`config.mk`:
```
export PLATFORM = sky130hd
export DESIGN_NAME = address_encoder_top
export DESIGN_NICKNAME = d
export VERILOG_FILES = /design/src/rtl/i2c_pkg.sv /design/src/rtl/address_encoder_controller.sv /design/src/rtl/counter.sv /design/src/rtl/address_encoder_top.sv
export SDC_FILE = /design/constraint.sdc
export NUM_CORES = 1
export LEC_CHECK = 0
export ABC_CLOCK_PERIOD_IN_PS = 2700
export CORE_ASPECT_RATIO = 0.9
export CORE_MARGIN = 2
export CORE_UTILIZATION = 35
export DETAILED_ROUTE_END_ITERATION = 6
export GPL_TIMING_DRIVEN = 0
export SLEW_MARGIN = 20
export SYNTH_ARGS = -nofsm -noshare
export SYNTH_HDL_FRONTEND = slang
export SYNTH_SLANG_ARGS = --single-unit
```
`constraint.sdc`:
```
create_clock -name FPGA_clk -period 2.7 [get_ports FPGA_clk]
set_input_delay 0.54 -clock FPGA_clk [delete_from_list [all_inputs] [get_ports FPGA_clk]]
set_output_delay 0.54 -clock FPGA_clk [all_outputs]
set_load 0.005 [all_outputs]
```
`src/rtl/i2c_pkg.sv`:
```
// Shared types and sizes for the I2C master address transmitter.
// The optional arbitration check is built when ADDR_TX_ARB_EN is defined.
package i2c_pkg;
   typedef enum logic [1:0] {IDLE, SHIFT, ACK, DONE} addr_tx_state_t;
   localparam int ADDR_WIDTH = 7;
   localparam int FRAME_BITS = ADDR_WIDTH + 1;
   localparam int CNT_WIDTH  = 4;
   localparam logic [CNT_WIDTH-1:0] LAST_FALL = CNT_WIDTH'(FRAME_BITS - 1);
endpackage

```
`src/rtl/address_encoder_controller.sv`:
```
// FSM, shift register and registered outputs of the address transmitter.
// ADDR_TX_ARB_EN adds arbitration-loss detection during SHIFT.
module address_encoder_controller
   import i2c_pkg::*;
(
   input  logic                  clk,
   input  logic                  rst,
   input  logic                  scl,
   input  logic                  scl_prev,
   input  logic                  sda,
   input  logic                  enable,
   input  logic [ADDR_WIDTH-1:0] i2c_addr,
   input  logic                  rw,
   input  logic [CNT_WIDTH-1:0]  count,
   output logic                  cnt_clr,
   output logic                  cnt_en,
   output logic                  sda_drive_low,
   output logic                  busy,
   output logic                  done,
   output logic                  ack
`ifdef ADDR_TX_ARB_EN
   ,
   output logic                  arb_lost
`endif
);
   localparam int MSB = FRAME_BITS - 1;

   addr_tx_state_t        state;
   logic [FRAME_BITS-1:0] shreg;
   logic                  fall;
   logic                  rise;
   logic                  active;

   assign fall    = scl_prev & ~scl;
   assign rise    = ~scl_prev & scl;
   assign active  = (state == SHIFT) || (state == ACK);
   assign cnt_en  = (state == SHIFT) && enable && fall;
   assign cnt_clr = ((state == IDLE) && enable) || (active && !enable);

   always_ff @(posedge clk) begin
      if (!rst) begin
         state         <= IDLE;
         shreg         <= '0;
         sda_drive_low <= 1'b0;
         busy          <= 1'b0;
         done          <= 1'b0;
         ack           <= 1'b0;
`ifdef ADDR_TX_ARB_EN
         arb_lost      <= 1'b0;
`endif
      end else begin
         unique case (state)
            IDLE: begin
               if (enable) begin
                  shreg         <= {i2c_addr, rw};
                  sda_drive_low <= ~i2c_addr[ADDR_WIDTH-1];
                  busy          <= 1'b1;
                  state         <= SHIFT;
               end
            end
            SHIFT: begin
               if (!enable) begin
                  sda_drive_low <= 1'b0;
                  busy          <= 1'b0;
                  state         <= IDLE;
               end
`ifdef ADDR_TX_ARB_EN
               // Released bit read back low: another master owns the bus.
               else if (rise && shreg[MSB] && !sda) begin
                  arb_lost      <= 1'b1;
                  sda_drive_low <= 1'b0;
                  busy          <= 1'b0;
                  done          <= 1'b1;
                  ack           <= 1'b0;
                  state         <= DONE;
               end
`endif
               else if (fall) begin
                  shreg <= {shreg[MSB-1:0], 1'b0};
                  if (count == LAST_FALL) begin
                     sda_drive_low <= 1'b0;
                     state         <= ACK;
                  end else begin
                     sda_drive_low <= ~shreg[MSB-1];
                  end
               end
            end
            ACK: begin
               if (!enable) begin
                  busy  <= 1'b0;
                  state <= IDLE;
               end else if (rise) begin
                  ack   <= ~sda;
                  done  <= 1'b1;
                  busy  <= 1'b0;
                  state <= DONE;
               end
            end
            DONE: begin
               if (!enable) begin
                  done  <= 1'b0;
`ifdef ADDR_TX_ARB_EN
                  arb_lost <= 1'b0;
`endif
                  state <= IDLE;
               end
            end
            default: state <= IDLE;
         endcase
      end
   end
endmodule

```
`src/rtl/counter.sv`:
```
// Generic up-counter with synchronous clear; counts SCL falls in a frame.
module counter #(
   parameter int WIDTH = 4
) (
   input  logic             clk,
   input  logic             rst,
   input  logic             clr,
   input  logic             en,
   output logic [WIDTH-1:0] count
);
   always_ff @(posedge clk) begin
      if (!rst || clr)
         count <= '0;
      else if (en)
         count <= count + WIDTH'(1);
   end
endmodule

```
`src/rtl/address_encoder_top.sv`:
```
// Serialises {addr, rw} onto SDA and samples the slave ACK (structural).
// Define ADDR_TX_ARB_EN to add the arb_lost output.
module address_encoder_top
   import i2c_pkg::*;
(
   input  logic                  FPGA_clk,
   input  logic                  rst,
   input  logic                  SCL,
   input  logic                  SCL_prev,
   input  logic                  SDA,
   input  logic                  enable,
   input  logic [ADDR_WIDTH-1:0] I2C_addr,
   input  logic                  rw,
   output logic                  SDA_drive_low,
   output logic                  busy,
   output logic                  done,
   output logic                  ack
`ifdef ADDR_TX_ARB_EN
   ,
   output logic                  arb_lost
`endif
);
   logic [CNT_WIDTH-1:0] count;
   logic                 cnt_clr;
   logic                 cnt_en;

   counter #(.WIDTH(CNT_WIDTH)) u_counter (
      .clk   (FPGA_clk),
      .rst   (rst),
      .clr   (cnt_clr),
      .en    (cnt_en),
      .count (count)
   );

   address_encoder_controller u_ctrl (
      .clk           (FPGA_clk),
      .rst           (rst),
      .scl           (SCL),
      .scl_prev      (SCL_prev),
      .sda           (SDA),
      .enable        (enable),
      .i2c_addr      (I2C_addr),
      .rw            (rw),
      .count         (count),
      .cnt_clr       (cnt_clr),
      .cnt_en        (cnt_en),
      .sda_drive_low (SDA_drive_low),
      .busy          (busy),
      .done          (done),
      .ack           (ack)
`ifdef ADDR_TX_ARB_EN
      ,
      .arb_lost      (arb_lost)
`endif
   );
endmodule

```
==> impl_summary.md, run 1 <==
Detailed routing
The detail-routed net length per standard cell is 12.7 microns. The final antenna-violating net count is 0. In this run, the number of DRC markers left after iteration 0 of detailed routing was 17. The final layout contains routed wiring with a total length of 1.97 mm. The detailed router placed 797 vias in this run. The number of detailed-route iterations in the first pass is 4. After detailed routing, the number of remaining DRC violations is 0. The detail-routed via count per cell is 5.14.

Clock network
The cell chosen for the clock root is clkbuf_4. The longest clock path from root to sink contains 2 buffers. The CTS tree is yes. Clock-pin slew was measured on the worst setup and hold paths at 120 ps. In this run, CTS created clock tree buffers numbering 3. The source-to-sink clock delay at the later pin of the worst-skew pair is 310 ps. Post-CTS repair changed the size of 0 cells.

The CTS sink count is 17. CTS built an H-tree with a depth of 1. The number of setup buffers added after CTS is 0. The hold buffer count at CTS is 0.

Power and ir drop
The design draws 0.874 mW. The switching part of the total is 36.5%. The worst-case IR drop observed on VDD is 319 uV. The sequential group share of total power is 38.2%. The share of total power in combinational logic is 44.0%.

In this run the power density over the cells is 727 nW/um^2. The share of total power in the clock network is 17.8%. The switching power is 0.319 mW. In this run the static leakage power is 0.533 nW. The internal power of the cells totals 0.555 mW.

Worst setup path
By startpoint and endpoint, the worst setup path is classified as in -> reg. STA classifies the critical path startpoint as an input port. The required arrival time at the worst endpoint is 2920 ps. STA classifies the critical path endpoint as a flip-flop.

For the worst setup path, the data arrival time is 1960 ps. Of all nets on the critical path, the largest fanout is 10.

Layout
The area added between synthesis and finish is 24.6%. The post-layout instance count excluding filler cells is 155. The number of antenna diodes in the final layout is 0. The number of nets at the end of the flow is 145.

The layout cell share with drive strength beyond 1 is 9.60%. The number of filler cells placed in the layout is 270.

Synth
By instance count, the leading cell after synthesis is dfxtp_1. By area the synthesized netlist is led by dfxtp_1 35%, mux2i_1 11%, ha_1 6.5%. The synthesized design spends more area on one cell type than any other, namely dfxtp_1. In this run, synthesis produced a sequential element count of 17. The average footprint of a synthesized cell is 9.28 sq um. The post-synthesis instance area is 965 sq um. After synthesis, the largest area contributor takes up 35.3% of total cell area.

Sorting the synthesized cells by how often they occur yields 17 x dfxtp_1, 13 x nand2_1, 11 x mux2i_1. For this run, asynchronously set or reset flops after synthesis account for 0%. The number of nets in the synthesized netlist is 123. Sequential elements use 35.3% of the synthesized area. The synthesis warning total is 0.

The cell count after synthesis came out at 104. Among all flip-flop cells after synthesis, the most frequent one is dfxtp_1. The netlist uses 34 different library cells. The number of enable-type register cells in the synthesized netlist is 0.

Worst hold path
The path class of the tightest hold or removal check is reg -> reg.

GRT
The initial antenna violation count was 0. The wire length of the first global-routing pass is 3.24 mm. Entering global routing, the biggest net connects 12 pins. The number of global-route vias before repair is 721.

The remaining global-route overflow is 0. Global routing consumed, over all layers together, 13.9% of the routing resources.

STA
The final setup violation count is 0. The final critical path takes up 64.4% of the cycle. The worst-case headroom to the max-slew limit is 70.7%. Setup repair after global routing left no endpoint under its margin. The slew at the pin with the worst max-slew slack is 439 ps. After routing, the total negative slack on setup checks comes to 0 ps. Timing would allow up to 575 MHz. The total count of max-transition violations in the final report is 0. Across the routed clock network, the largest skew measured is 6.73 ps. The final critical-path required period is 1740 ps.

The final hold violation count is 0.

Floorplanning
The floorplan die area is 3190 sq um. The horizontal extent of the die is 59.3 microns. The total core area is 2680 sq um. The starting density of the core is 36.0%. The floorplan has 18 rows. The I/O pin count is 18.

The vertical extent of the die is 53.8 microns.

Flow run
The number of maximum-capacitance violations is 0.

Status
The flow ran to the end, and the final reports show no timing, DRC or antenna violations.

Placed design
Detailed placement ended at an HPWL of 1.46 mm. The number of placed cells counting well taps is 151. At the end of routability-driven placement, the weighted congestion stood at 0.773. Port buffering added 17 buffers.
==> stage by stage <==
step / instance area, sq um / hold WS, ps / worst slack (ps) / utilization (%)
floorplan: 965 / 444 / 1220 / -
global placement: 1170 / 464 / 635 / 43.7
detailed placement: 1170 / 469 / 621 / 43.7
CTS: 1200 / 488 / 964 / 44.9
global route: 1200 / 510 / 868 / 44.9
finish: 1200 / 477 / 961 / 44.9
==> power by group through the flow <==
stage / combinational [mW] / sequential (mW) / clock, mW
6_report: 0.384 / 0.334 / 0.156
5_1_grt: 0.426 / 0.341 / 0.172
4_1_cts: 0.387 / 0.335 / 0.161
3_5_place_dp: 0.384 / 0.341 / 0
3_3_place_gp: 0.379 / 0.338 / 0
2_1_floorplan: 0.282 / 0.334 / 0
==> sequential cells by signal, summed over array words and instances (netlist names) <==
signal                flops
u_ctrl.done               1
u_ctrl.shreg              7
u_ctrl.sda_drive_low      1
u_ctrl.state              2
u_ctrl.ack                1
u_ctrl.busy               1
u_counter.count           4
==> final cells by class <==
cell class / instances / area [sq um] / share of cell area [%]
Multi-Input combinational cell: 78 / 581 / 48.3
Timing Repair Buffer: 17 / 170 / 14.2
Tap cell: 30 / 37.5 / 3.12
Sequential cell: 17 / 340 / 28.3
Buffer: 4 / 25.0 / 2.08
Clock buffer: 3 / 22.5 / 1.87
Clock inverter: 1 / 7.51 / 0.624
Inverter: 5 / 18.8 / 1.56
==> metal layers <==
metal | vias to the layer above | wire, microns | GRT usage [%]
met3 | 5 | 102 | 4.33
met4 | 0 | 36 | 6.82
li1 | 410 | - | -
met5 | - | 0 | 0
met1 | 365 | 939 | 15.6
met2 | 17 | 890 | 24.0
==> worst paths after layout <==
check | start | to | slack (ps) | cells past startpoint
min reg2reg | u_ctrl.shreg[0]$_SDFFE_PN0P_ | u_ctrl.shreg[0]$_SDFFE_PN0P_ | 480 | 2
max | enable | u_ctrl.shreg[5]$_SDFFE_PN0P_ | 960 | 6
max reg2reg | u_ctrl.state[0]$_SDFFE_PN0P_ | u_ctrl.shreg[6]$_SDFFE_PN0P_ | 1040 | 6
min | u_ctrl.shreg[0]$_SDFFE_PN0P_ | u_ctrl.shreg[0]$_SDFFE_PN0P_ | 480 | 2
==> critical path: stages <==
cell	delay, ps
clkdlybuf4s50_1	580
buf_2	270
o21a_1	240
buf_6	160
nand2_1	50
o211a_1	120
==> cell families after synthesis <==
group,count (synthesis),share of synthesized area [%]
AO/OA/AOI/OAI,23,19.5
XOR/XNOR,2,1.82
adder cells (fa/ha/maj),5,6.49
buffers and inverters,9,4.54
flip-flops,17,35.3
multiplexers,11,11.4
AND/OR/NAND/NOR,37,21.0
==> cell usage in the layout (no fill, tap or decap), types with 4 or more instances in the layout <==
cell	instances
clkdlybuf4s50_1	17
dfxtp_1	17
ha_1	5
inv_1	5
mux2i_1	11
nand2_1	13
nand2b_1	4
nor2_1	6
o211a_1	6
o21ai_0	5
No activity file was read; power rests on OpenSTA's default activity.
==> run 2: changes to the inputs <==
--- a/config.mk
+++ b/config.mk
@@ -5,7 +5,7 @@
 export SDC_FILE = /design/constraint.sdc
 export NUM_CORES = 1
 export LEC_CHECK = 0
-export ABC_CLOCK_PERIOD_IN_PS = 2700
+export ABC_CLOCK_PERIOD_IN_PS = 1500
 export CORE_ASPECT_RATIO = 0.9
 export CORE_MARGIN = 2
 export CORE_UTILIZATION = 35
==> constraint.sdc (replaced) <==
create_clock -name FPGA_clk -period 1.5 [get_ports FPGA_clk]
set_input_delay 0.3 -clock FPGA_clk [delete_from_list [all_inputs] [get_ports FPGA_clk]]
set_output_delay 0.3 -clock FPGA_clk [all_outputs]
set_load 0.005 [all_outputs]
==> run 2 against run 1 <==
  * Critical path depth unchanged
  * Via count is 5.3% higher
  * Core utilization grew 4.4 points
  * Setup slack got worse by 920 ps
  * Non-clock buffer count up 5
  * Count of clock-buffer cells in the layout is the same
  * Cell count increased by 3.2%
==> impl_summary.md, run 2 (synthesis results as in run 1) <==
Status
The run finished with clean final reports.

Power and ir drop
The ratio of total power to cell area is 1320 nW/um^2. The switching part of the total is 35.7%. The switching power is 0.623 mW.

In this run, the clock network consumes 15.8% of the power. The static leakage is 0.602 nW. IR analysis of the VDD net gives a maximum drop of 593 uV.

The sequential group share of total power is 35.5%. Combinational logic is responsible for 48.7% of the overall power. The internal power of the cells totals 1.12 mW.

Placed design
The placer's final routability congestion estimate is 0.773. Prior to clock tree synthesis, the placed netlist has a worst setup slack of -339 ps. During placement, the flow inserted port buffers numbering 17. Once detailed placement completed, the half-perimeter wirelength came to 1.46 mm. The number of placed instances, taps included, is 151.

Detailed routing
The detail-routed via count per cell is 5.24. The routed length on met1 is 954 microns. After detailed routing, the total wire length is 2.13 mm. The detail route stage leaves a number of antenna-violating nets equal to 0. Signal routing reaches up to met4. Detailed routing placed a total of 1.03 mm of wire on met2. Before antenna repair, the detailed router went through 2 iterations. Detailed routing placed a total of 97 microns of wire on met3. The detail-routed net length per standard cell is 13.3 microns. The starting DRC count in detailed routing is 8. The number of design rule violations left after detail routing is 0.

The via count is 839.

Worst setup path
The setup path with the least slack is of type reg -> reg. Grouping stages by cell kind, the critical path spends the most delay in compound AO/OA/AOI/OAI gates. For this design, the slowest cell found on the critical path is dfxtp_4. The startpoint kind of the worst setup timing path is a flip-flop. The worst path buffer plus inverter count is 2. For the worst setup path, the data required time is 1720 ps. STA classifies the critical path endpoint as a flip-flop. The largest single stage delay on the critical path is 390 ps.

The signal on the critical path passes through inv_4 > ha_4 > and3b_1 > o21a_2 > buf_6 > o211a_1. In this run the worst path has a maximum fanout of 5. The worst endpoint data arrival time is 1670 ps.

GRT
The number of global-route vias before repair came to 755. The remaining global-route overflow is 0. The first global-routing pass estimated 3.35 mm of wire. The global router's overall resource usage is 14.4%.

Entering global routing, the biggest net connects 12 pins. The initial antenna violation count came to 0.

STA
The routed design could run at a clock period as short as 1460 ps. The final critical-path share of the clock period is 97.0%. The achievable frequency is 687 MHz. The final setup violation count is 0. After layout, the worst setup slack is 44.6 ps. The final hold violation count is 0. Setup repair after global routing could not meet its margin everywhere.

The largest clock skew in the final design is 4.51 ps. At the pin with the least slew margin, the transition time is 432 ps. The total count of max-transition violations in the final report is 0. The worst-case headroom to the max-slew limit is 71.2%.

Clock network
The maximum level of the CTS H-tree is 1. Clock tree synthesis selected as its root buffer the cell clkbuf_4. Counting the buffers created by CTS gives 3.

TritonCTS built the clock tree. For the worst-skew pair, the clock arrives at the later sink with an insertion delay of 310 ps. Clock tree synthesis found a total of 17 sinks. The hold buffer count at CTS is 0. The deepest clock path buffer count is 2. The clock transition time at the flip-flop clock pins of the worst setup and hold paths is 120 ps.

Layout
The area added between synthesis and finish is 36.8%. Registers take 352 sq um. Leaving out fill and tap cells, the most frequent cell in the layout is clkdlybuf4s50_1. The register with the most flip-flops in the final layout is u_ctrl.shreg.

The library cells used most frequently in the layout, excluding fill and tap cells, are 15 x clkdlybuf4s50_1, 12 x nand2_1, 12 x dfxtp_1, 11 x mux2i_1. The area of the multi-input gates is 636 sq um. The post-layout instance count excluding filler cells is 160. Of the cells placed in the final design, the portion with a size suffix greater than 1 is 23.8%. The flip-flop count of the largest register, all copies and words added is 7. The number of nets at the end of the flow is 150. The count of inserted antenna diode cells is 0.

The number of filler cells placed in the layout is 264. In the final layout, the registers with the most flip-flops are u_ctrl.shreg x7, u_counter.count x4, u_ctrl.state x2.

Floorplanning
The vertical extent of the die is 53.8 microns. After floorplanning, the core was divided into 18 placement rows. For this configuration, the core starts out at a cell density of 36.0%.

During I/O placement, the number of pins put on the boundary was 18. The die covers 3190 sq um. The die is 59.3 microns wide. The total core area is 2680 sq um.

Worst hold path
The path category of the worst min-delay check is in -> reg.

Flow run
The number of maximum-capacitance violations is 0.
-- run 2: worst register-to-register path, delay by kind of cell (launching register included) --
| family | cells | cell delay (ps) |
|---|---|---|
| AOI/OAI and AO/OA | 2 | 430 |
| adders and majority gates | 1 | 180 |
| buffers and inverters | 2 | 180 |
| DFF | 1 | 390 |
| and+or+nand+nor | 1 | 190 |
-- run 2: routing by layer --
layer	vias to the layer above	global-route usage [%]
li1	423	-
met1	394	15.6
met2	15	24.5
met3	7	4.81
met4	0	8.71
met5	-	0
-- run 2: area by class of cell --
class	count	share of cell area, %
Tap cell	30	2.84
Timing Repair Buffer	22	16.4
Inverter	5	1.61
Clock inverter	1	0.569
Multi-Input combinational cell	78	48.2
Buffer	4	2.09
Sequential cell	17	26.6
Clock buffer	3	1.71
-- run 2: worst paths after layout --
| check | start | endpoint | slack [ps] | depth (start not counted) |
|---|---|---|---|---|
| worst max-delay path | u_ctrl.state[1]$_SDFFE_PN0P_ | u_ctrl.shreg[6]$_SDFFE_PN0P_ | 40 | 6 |
| worst max register to register | u_ctrl.state[1]$_SDFFE_PN0P_ | u_ctrl.shreg[6]$_SDFFE_PN0P_ | 40 | 6 |
| worst min-delay path | enable | u_counter.count[0]$_SDFFE_PP0P_ | 460 | 4 |
| worst min register to register | u_ctrl.shreg[0]$_SDFFE_PN0P_ | u_ctrl.shreg[0]$_SDFFE_PN0P_ | 480 | 2 |
-- run 2: through the flow --
| step | hold slack, ps | TNS, ps | utilization (%) | area [sq um] | power, mW |
|---|---|---|---|---|---|
| final | 462 | 0 | 49.3 | 1320 | 1.75 |
| after floorplan | 444 | 0 | - | 965 | 1.11 |
| after detailed placement | 469 | -3940 | 43.7 | 1170 | 1.31 |
| after global routing | 478 | -39.2 | 49.3 | 1320 | 1.87 |
| after CTS | 488 | -8.86 | 47.1 | 1260 | 1.67 |
| after global placement | 464 | -3650 | 43.7 | 1170 | 1.29 |
-- run 2: what timing repair did --
item                                    CTS  global route
endpoints found under the setup margin   10            15
gates cloned                              0             1
endpoints found under the hold margin     0             0
buffers inserted                          3             1
gates resized for setup                   8            18
pin swaps                                 1             3
-- run 2: power groups by stage --
stage | clock [mW] | combinational, mW | sequential (mW)
global placement | 0 | 0.682 | 0.609
global route | 0.312 | 0.929 | 0.632
floorplan | 0 | 0.508 | 0.601
detailed placement | 0 | 0.691 | 0.614
finish | 0.275 | 0.851 | 0.619
CTS | 0.290 | 0.773 | 0.611
